$ cat src/rtl/pwm_pkg.sv
// Shared types and default sizing for the PWM fade controller.
package pwm_pkg;

    // Default PWM resolution in bits (period = 2^R clk cycles).
    localparam int unsigned PWM_R_DEF = 10;

    // Default width of the period-divider field.
    localparam int unsigned PWM_D_DEF = 8;

    // Fade controller states.
    typedef enum logic [1:0] {
        IDLE = 2'd0,
        WAIT = 2'd1,
        DONE = 2'd2
    } fade_state_t;

endpackage

$ cat src/rtl/pwm_period_gen.sv
// Free-running R-bit PWM period counter with a duty shadow register.
// The duty is sampled only at the period boundary, so the output never
// sees a mid-period duty change. pwm_out is registered and lags cnt by 1.
module pwm_period_gen
    import pwm_pkg::*;
#(
    parameter int unsigned R = PWM_R_DEF
) (
    input  logic         clk,
    input  logic         reset,
    input  logic [R-1:0] duty_in,
    output logic         period_tick,
    output logic         pwm_out
);

    logic [R-1:0] cnt_q;
    logic [R-1:0] cnt_d;
    logic [R-1:0] duty_act_q;
    logic [R-1:0] duty_act_d;
    logic         pwm_q;
    logic         pwm_d;

    // Next-state for counter, duty shadow and comparator output.
    always_comb begin
        cnt_d      = cnt_q + 1'b1;
        duty_act_d = duty_act_q;
        if (period_tick) begin
            duty_act_d = duty_in;
        end
        pwm_d = (cnt_q < duty_act_q);
    end

    // Generator flops; asynchronous reset forces the output low at once.
    always_ff @(posedge clk or posedge reset) begin
        if (reset) begin
            cnt_q      <= '0;
            duty_act_q <= '0;
            pwm_q      <= 1'b0;
        end else begin
            cnt_q      <= cnt_d;
            duty_act_q <= duty_act_d;
            pwm_q      <= pwm_d;
        end
    end

    // Last count of the period marks the boundary.
    always_comb begin
        period_tick = (cnt_q == '1);
        pwm_out     = pwm_q;
    end

endmodule

$ cat src/rtl/pwm_fade_ctrl.sv
// PWM fade/ramp controller: accepts a move command and walks the duty
// toward the target by a saturating step every (div+1) PWM periods.
module pwm_fade_ctrl
    import pwm_pkg::*;
#(
    parameter int unsigned R = PWM_R_DEF,
    parameter int unsigned D = PWM_D_DEF
) (
    input  logic         clk,
    input  logic         reset,
    input  logic         cmd_valid,
    output logic         cmd_ready,
    input  logic [R-1:0] cmd_target,
    input  logic [R-1:0] cmd_step,
    input  logic [D-1:0] cmd_div,
    input  logic         abort,
    output logic         busy,
    output logic         done,
    output logic [R-1:0] duty_cur,
    output logic         period_tick,
    output logic         pwm_out
);

    fade_state_t  state_q;
    fade_state_t  state_d;
    logic [R-1:0] duty_cur_q;
    logic [R-1:0] duty_cur_d;
    logic [R-1:0] target_q;
    logic [R-1:0] target_d;
    logic [R-1:0] step_q;
    logic [R-1:0] step_d;
    logic [D-1:0] div_q;
    logic [D-1:0] div_d;
    logic [D-1:0] div_cnt_q;
    logic [D-1:0] div_cnt_d;
    logic [R-1:0] duty_next;

    // One saturating step toward the target, computed in R+1 bits so the
    // ramp can neither overshoot nor wrap below zero.
    function automatic logic [R-1:0] step_toward(
        input logic [R-1:0] cur,
        input logic [R-1:0] tgt,
        input logic [R-1:0] stp
    );
        logic [R:0] sum;
        logic [R:0] diff;
        sum  = {1'b0, cur} + {1'b0, stp};
        diff = {1'b0, cur} - {1'b0, stp};
        if (tgt > cur) begin
            return (sum > {1'b0, tgt}) ? tgt : sum[R-1:0];
        end
        return (diff[R] || (diff[R-1:0] < tgt)) ? tgt : diff[R-1:0];
    endfunction

    pwm_period_gen #(
        .R(R)
    ) u_gen (
        .clk        (clk),
        .reset      (reset),
        .duty_in    (duty_cur_q),
        .period_tick(period_tick),
        .pwm_out    (pwm_out)
    );

    // State register.
    always_ff @(posedge clk or posedge reset) begin
        if (reset) begin
            state_q <= IDLE;
        end else begin
            state_q <= state_d;
        end
    end

    // Command and ramp datapath registers.
    always_ff @(posedge clk or posedge reset) begin
        if (reset) begin
            duty_cur_q <= '0;
            target_q   <= '0;
            step_q     <= '0;
            div_q      <= '0;
            div_cnt_q  <= '0;
        end else begin
            duty_cur_q <= duty_cur_d;
            target_q   <= target_d;
            step_q     <= step_d;
            div_q      <= div_d;
            div_cnt_q  <= div_cnt_d;
        end
    end

    // Next state plus datapath updates; abort wins over a coincident step.
    always_comb begin
        state_d    = state_q;
        duty_cur_d = duty_cur_q;
        target_d   = target_q;
        step_d     = step_q;
        div_d      = div_q;
        div_cnt_d  = div_cnt_q;
        duty_next  = step_toward(duty_cur_q, target_q, step_q);
        case (state_q)
            IDLE: begin
                if (cmd_valid) begin
                    target_d  = cmd_target;
                    step_d    = cmd_step;
                    div_d     = cmd_div;
                    div_cnt_d = cmd_div;
                    if (cmd_step == '0) begin
                        duty_cur_d = cmd_target;
                        state_d    = DONE;
                    end else if (cmd_target == duty_cur_q) begin
                        state_d = DONE;
                    end else begin
                        state_d = WAIT;
                    end
                end
            end
            WAIT: begin
                if (abort) begin
                    state_d = IDLE;
                end else if (period_tick) begin
                    if (div_cnt_q != '0) begin
                        div_cnt_d = div_cnt_q - 1'b1;
                    end else begin
                        duty_cur_d = duty_next;
                        div_cnt_d  = div_q;
                        if (duty_next == target_q) begin
                            state_d = DONE;
                        end
                    end
                end
            end
            DONE: begin
                state_d = IDLE;
            end
            default: begin
                state_d = IDLE;
            end
        endcase
    end

    // Status outputs decoded from the current state.
    always_comb begin
        cmd_ready = (state_q == IDLE);
        busy      = (state_q == WAIT) || (state_q == DONE);
        done      = (state_q == DONE);
        duty_cur  = duty_cur_q;
    end

endmodule

$ cat config.mk
export PLATFORM = sky130hd
export DESIGN_NAME = pwm_fade_ctrl
export DESIGN_NICKNAME = d
export VERILOG_FILES = /design/src/rtl/pwm_pkg.sv /design/src/rtl/pwm_period_gen.sv /design/src/rtl/pwm_fade_ctrl.sv
export SDC_FILE = /design/constraint.sdc
export NUM_CORES = 1
export LEC_CHECK = 0
export CAP_MARGIN = 20
export CORE_ASPECT_RATIO = 0.5
export CORE_UTILIZATION = 55
export DETAILED_ROUTE_END_ITERATION = 8
export PLACE_DENSITY = 0.77
export SLEW_MARGIN = 25
export SYNTH_ARGS = -nofsm -noshare
export SYNTH_HDL_FRONTEND = slang
export SYNTH_SLANG_ARGS = --single-unit
$ cat constraint.sdc
create_clock -name clk -period 10.8 [get_ports clk]
set_clock_uncertainty 0.1 [all_clocks]
set_input_delay 2.16 -clock clk [delete_from_list [all_inputs] [get_ports clk]]
set_output_delay 2.16 -clock clk [all_outputs]
set_load 0.01 [all_outputs]
==> impl_metrics.env, run 1 <==
export IMPL_path_delay_family="compound AO/OA/AOI/OAI gates"
export IMPL_design_area_um2=6550
export IMPL_crit_required_ns=10.91
export IMPL_clk_pin_slew_ns=0.05
export IMPL_highest_layer="met4"
export IMPL_rsz0062_at_grt="false"
export IMPL_rr_endpoint="duty_cur[9]"
export IMPL_routabilityCongestion=0.906
export IMPL_finalHoldViolCount=0
export IMPL_wl_mm=14.4
export IMPL_critPathMaxFanout=11
export IMPL_r2r_cells=16
export IMPL_crit_path_frequent_cell="nor2_1"
export IMPL_grt_pass1_wl_mm=23.8
export IMPL_ios=47
export IMPL_synthDistinctLibCells=71
export IMPL_fp_coreArea_um2=9790
export IMPL_maxSlewViolCount=0
export IMPL_critPathLaunchType="register"
export IMPL_cts_sinks=69
export IMPL_synth_edf_count=0
export IMPL_htreeDepth=3
export IMPL_drive_above_1_share_pct=9.08
export IMPL_fillers=764
export IMPL_final_cell_mix="dfrtp_1 (69), ha_1 (63), inv_1 (58)"
export IMPL_crit_type="reg2reg"
export IMPL_cp_depth=16
export IMPL_cts_tree="built"
export IMPL_dieHeight_um=74.3
export IMPL_status="complete, no violations"
export IMPL_fin_crit_sh_pct=45.3
export IMPL_yosysSeqAreaShare_pct=30.0
export IMPL_ff_latch_area_um2=1730
export IMPL_async_reset_ff_share_pct=100
export IMPL_cts_buffer_depth=2
export IMPL_overflow=0
export IMPL_fin_crit_ns=4.89
export IMPL_max_slew_margin_pct=41.1
export IMPL_start_util_pct=58.7
export IMPL_max_stage_delay_ns=0.54
export IMPL_ys_ff_latch=69
export IMPL_regToRegSetupSlack_ns=5.91
export IMPL_yosysWarningCount=0
export IMPL_critical_path_endpoint="duty_cur[9]"
export IMPL_startpoint="duty_cur[1]"
export IMPL_avgViaCountPerCell=6.02
export IMPL_max_freq_mhz=205
export IMPL_grt_pass1_vias=4770
export IMPL_grt_max_degree=70
export IMPL_postRouteAntennaNets=0
export IMPL_ctsResizeCount=0
export IMPL_cts_buffers=9
export IMPL_tns_ns=0
export IMPL_drc=0
export IMPL_avgSynthCellArea_um2=9.07
export IMPL_die_x_um=147
export IMPL_io_buffers=46
export IMPL_post_drt_wl_per_cell_um=17.8
export IMPL_grt_use_total_pct=28.1
export IMPL_synth_area_leader_cell="dfrtp_1"
export IMPL_dr_total_vias=4859
export IMPL_min_path_type="reg2reg"
export IMPL_synth_flop_cell="dfrtp_1"
export IMPL_setup_viol=0
export IMPL_met3WireLength_um=839
export IMPL_synth_fp_nets=732
export IMPL_cp_slowest_cell="fa_1"
export IMPL_multi_input_area_um2=3710
export IMPL_synth_top_area_share_pct=30.0
export IMPL_cp_num_buf_inv=1
export IMPL_post_cts_buffers=0
export IMPL_rows=25
export IMPL_r2r_start="duty_cur[1]"
export IMPL_layout_commonest_cell="dfrtp_1"
export IMPL_insertion_delay_ns=0.33
export IMPL_nNetsFinal=767
export IMPL_crit_chain="inv_1 > fa_1 > nor2_1 > o311ai_1 > a211oi_1 > nor2_1 > xor2_1 > ha_1 > a21o_1 > a21oi_1 > nand2_1 > o21ai_0 > nand4_1 > and3_1 > a2111o_1 > a22o_1"
export IMPL_syn_area_um2=5750
export IMPL_tightest_slew_ns=0.884
export IMPL_drtIter0Drc=308
export IMPL_antenna_found_initial=0
export IMPL_synthTopCellsByArea="dfrtp_1 (30%), ha_1 (14%), mux2_2 (5.7%)"
export IMPL_maxCapViolCount=0
export IMPL_hpwl_mm=11.0
export IMPL_syn_inst=634
export IMPL_syn2layout_area_growth_pct=13.9
export IMPL_die_area_um2=10900
export IMPL_num_antenna_cells=0
export IMPL_firstDrtPassIters=5
export IMPL_wl_met1_mm=6.71
export IMPL_crit_arrival_ns=5.00
export IMPL_postCtsHoldBufs=0
export IMPL_post_dp_cell_area_um2=6300
export IMPL_clockRootBuffer="clkbuf_16"
export IMPL_route_met2_wl_mm=6.70
export IMPL_end_kind="register"
[stage by stage]
step / std cells / utilization [%] / setup WS [ns] / hold slack (ns)
floorplan: 634 / - / 6.78 / 0.355
global placement: 793 / 64.3 / 5.78 / 0.387
detailed placement: 793 / 64.4 / 5.66 / 0.393
CTS: 807 / 66.9 / 5.99 / 0.403
global route: 807 / 66.9 / 5.51 / 0.407
finish: 807 / 66.9 / 5.91 / 0.396
[logic make-up after synthesis]
group / Yosys count / synth area share (%)
AND/OR/NAND/NOR: 178 / 16.9
XOR/XNOR: 52 / 8.16
adder cells (fa/ha/maj): 66 / 14.6
multiplexers: 40 / 7.64
buffers and inverters: 84 / 5.72
flip-flops: 69 / 30.0
AO/OA/AOI/OAI: 145 / 16.9
[worst min path at each step]
stage	start	end	slack (ns)	cells after the start
floorplan	u_gen.cnt_q[0]	u_gen.cnt_q[0]	0.36	1
global placement	div_q[0]	div_q[0]	0.39	1
detailed placement	div_q[6]	div_q[6]	0.39	1
CTS	u_gen.cnt_q[8]	u_gen.cnt_q[8]	0.40	1
global route	div_q[6]	div_q[6]	0.41	1
finish	u_gen.cnt_q[8]	u_gen.cnt_q[8]	0.40	1
[layer usage]
| metal | vias to the layer above | track usage (%) |
|---|---|---|
| met5 | - | 0 |
| met4 | 0 | 7.41 |
| met3 | 17 | 5.21 |
| met2 | 130 | 47.9 |
| met1 | 2350 | 37.4 |
| li1 | 2362 | - |
[cell usage after synthesis, types with 13 or more instances]
master / number
xnor2_1: 32
nor4_1: 13
nor2_1: 29
xor2_1: 19
nand2_1: 42
clkbuf_1: 16
o21ai_0: 35
mux2_2: 29
nor3_1: 18
ha_1: 64
dfrtp_1: 69
a21oi_1: 35
inv_1: 59
nand3_1: 14
[registers in the layout, indices dropped and copies added, names as in the netlist]
name / flops
duty_cur: 10
u_gen.duty_act_q: 10
state_q: 2
div_cnt_q: 8
step_q: 10
u_gen.cnt_q: 10
u_gen.pwm_out: 1
target_q: 10
div_q: 8
[final cells by class]
class / instances / share of cell area, %
Multi-Input combinational cell: 481 / 56.6
Sequential cell: 69 / 26.3
Timing Repair Buffer: 48 / 7.25
Clock buffer: 11 / 3.55
Inverter: 60 / 3.44
Tap cell: 135 / 2.58
Clock inverter: 3 / 0.229
Power of run 1 is not shown: default switching activity piles up to over one toggle a cycle in this logic, so the estimate is an artifact.
==> run 2: changes to the inputs <==
==> constraint.sdc (replaced) <==
create_clock -name clk -period 4.5 [get_ports clk]
set_clock_uncertainty 0.1 [all_clocks]
set_input_delay 0.9 -clock clk [delete_from_list [all_inputs] [get_ports clk]]
set_output_delay 0.9 -clock clk [all_outputs]
set_load 0.01 [all_outputs]
==> impl_metrics.env, run 2 (synthesis results as in run 1) <==
export IMPL_status="complete, no violations"
export IMPL_rsz0062_at_grt="false"
export IMPL_crit_required_ns=4.61
export IMPL_grt_max_degree=46
export IMPL_fin_crit_sh_pct=95.1
export IMPL_post_dp_cell_area_um2=6400
export IMPL_fp_coreArea_um2=9790
export IMPL_io_buffers=46
export IMPL_post_drt_wl_per_cell_um=18.5
export IMPL_firstDrtPassIters=5
export IMPL_holdPathStages=1
export IMPL_cts_sinks=69
export IMPL_drtIter0Drc=368
export IMPL_grt_pass1_wl_mm=23.8
export IMPL_grt_pass1_vias=4807
export IMPL_dieHeight_um=74.3
export IMPL_overflow=0
export IMPL_critPathMaxFanout=7
export IMPL_htreeDepth=3
export IMPL_drc=0
export IMPL_ios=47
export IMPL_min_to="u_gen.cnt_q[8]"
export IMPL_num_antenna_cells=0
export IMPL_grt_use_met1_pct=37.4
export IMPL_antenna_found_initial=0
export IMPL_critPathLaunchType="register"
export IMPL_rr_endpoint="state_q[0]"
export IMPL_regToRegSetupSlack_ns=0.22
export IMPL_max_freq_mhz=234
export IMPL_fillers=740
export IMPL_clk_pin_slew_ns=0.06
export IMPL_setup_viol=0
export IMPL_postRouteAntennaNets=0
export IMPL_design_area_um2=6750
export IMPL_cts_buffer_depth=2
export IMPL_dr_total_vias=5027
export IMPL_r2r_start="duty_cur[0]"
export IMPL_layout_commonest_cell="dfrtp_1"
export IMPL_insertion_delay_ns=0.33
export IMPL_maxCapViolCount=0
export IMPL_grtUsageMet2_pct=47.3
export IMPL_min_from="u_gen.cnt_q[8]"
export IMPL_start_util_pct=58.7
export IMPL_tns_ns=0
export IMPL_rows=25
export IMPL_die_area_um2=10900
export IMPL_instances_no_fill=824
export IMPL_syn2layout_area_growth_pct=17.3
export IMPL_end_kind="register"
export IMPL_die_x_um=147
export IMPL_avgViaCountPerCell=6.10
export IMPL_finalHoldViolCount=0
export IMPL_fin_ws_ns=0.219
export IMPL_preCtsSetupSlack_ns=0.212
export IMPL_crit_arrival_ns=4.39
export IMPL_gr_usage_met3_pct=5.58
export IMPL_clockRootBuffer="clkbuf_16"
export IMPL_wl_mm=15.3
export IMPL_max_slew_margin_pct=51.1
export IMPL_crit_type="reg2reg"
export IMPL_min_path_type="reg2reg"
export IMPL_grt_use_total_pct=28.2
export IMPL_final_cell_mix="dfrtp_1 (68), ha_1 (64), inv_1 (58)"
export IMPL_maxSlewViolCount=0
export IMPL_grt_busiest_layer="met2"
export IMPL_fin_crit_ns=4.28
export IMPL_hpwl_mm=11.4
export IMPL_nNetsFinal=782
export IMPL_drive_above_1_share_pct=11.6
export IMPL_routabilityCongestion=0.943
export IMPL_cts_tree="built"
export IMPL_placedCellCount=807
export IMPL_r2r_cells=14
export IMPL_cts_buffers=9
export IMPL_tightest_slew_ns=0.734
## run 2: worst max path at each step
stage | start | endpoint | slack [ns]
final | duty_cur[0] | state_q[0] | 0.22
after global routing | step_q[1] | duty_cur[0] | 0.02
after CTS | duty_cur[0] | duty_cur[0] | 0.20
after detailed placement | duty_cur[0] | duty_cur[0] | 0.21
after global placement | duty_cur[0] | state_q[0] | 0.38
after floorplan | duty_cur[2] | duty_cur[9] | 0.48
## run 2: layer usage
layer  vias to the layer above  wire length (um)
li1                       2379                 -
met1                      2412              6900
met2                       209              6960
met3                        27              1130
met4                         0               272
met5                         -                 0
## run 2: worst max-delay path, cell delays in order (launching register included)
cell and delay (ns):
dfrtp_2 0.45, inv_1 0.06, ha_1 0.23, fa_1 0.41
and2b_1 0.25, o22ai_1 0.13, xnor2_1 0.29, ha_1 0.28
or4_1 0.49, o21ai_0 0.09, a31oi_1 0.07, a2111o_1 0.43
and4b_1 0.23, a32oi_2 0.29, mux2_1 0.35
## run 2: repair_timing
item,4_1_cts,5_1_grt
hold endpoints to repair,0,0
buffers inserted,0,1
resized for setup,0,3
setup endpoints to repair,0,9
hold buffers,0,0
## run 2: through the flow
step | hold slack [ns] | utilization [%]
2_1_floorplan | 0.355 | -
4_1_cts | 0.403 | 68.7
3_3_place_gp | 0.379 | 65.4
5_1_grt | 0.409 | 68.9
6_report | 0.398 | 68.9
3_5_place_dp | 0.393 | 65.4
## run 2: final cells by class
type	instances	area (um2)	area share, %
Clock buffer	10	239	3.54
Clock inverter	6	86.3	1.28
Inverter	60	225	3.34
Multi-Input combinational cell	481	3710	55.0
Sequential cell	69	1730	25.6
Tap cell	135	169	2.50
Timing Repair Buffer	63	588	8.71
Power of run 2 is left out for the same reason.
==> run 3: changes to the inputs <==
--- a/config.mk
+++ b/config.mk
@@ -8,6 +8,7 @@
 export CAP_MARGIN = 20
 export CORE_ASPECT_RATIO = 0.5
 export CORE_UTILIZATION = 55
+export CTS_BUF_LIST = sky130_fd_sc_hd__clkbuf_4 sky130_fd_sc_hd__clkbuf_8 sky130_fd_sc_hd__clkbuf_16
 export DETAILED_ROUTE_END_ITERATION = 8
 export PLACE_DENSITY = 0.77
 export SLEW_MARGIN = 25
==> results of run 3 <==
The final DEF is identical to that of run 2; final timing and power are the same.
Power of run 3 is left out for the same reason.
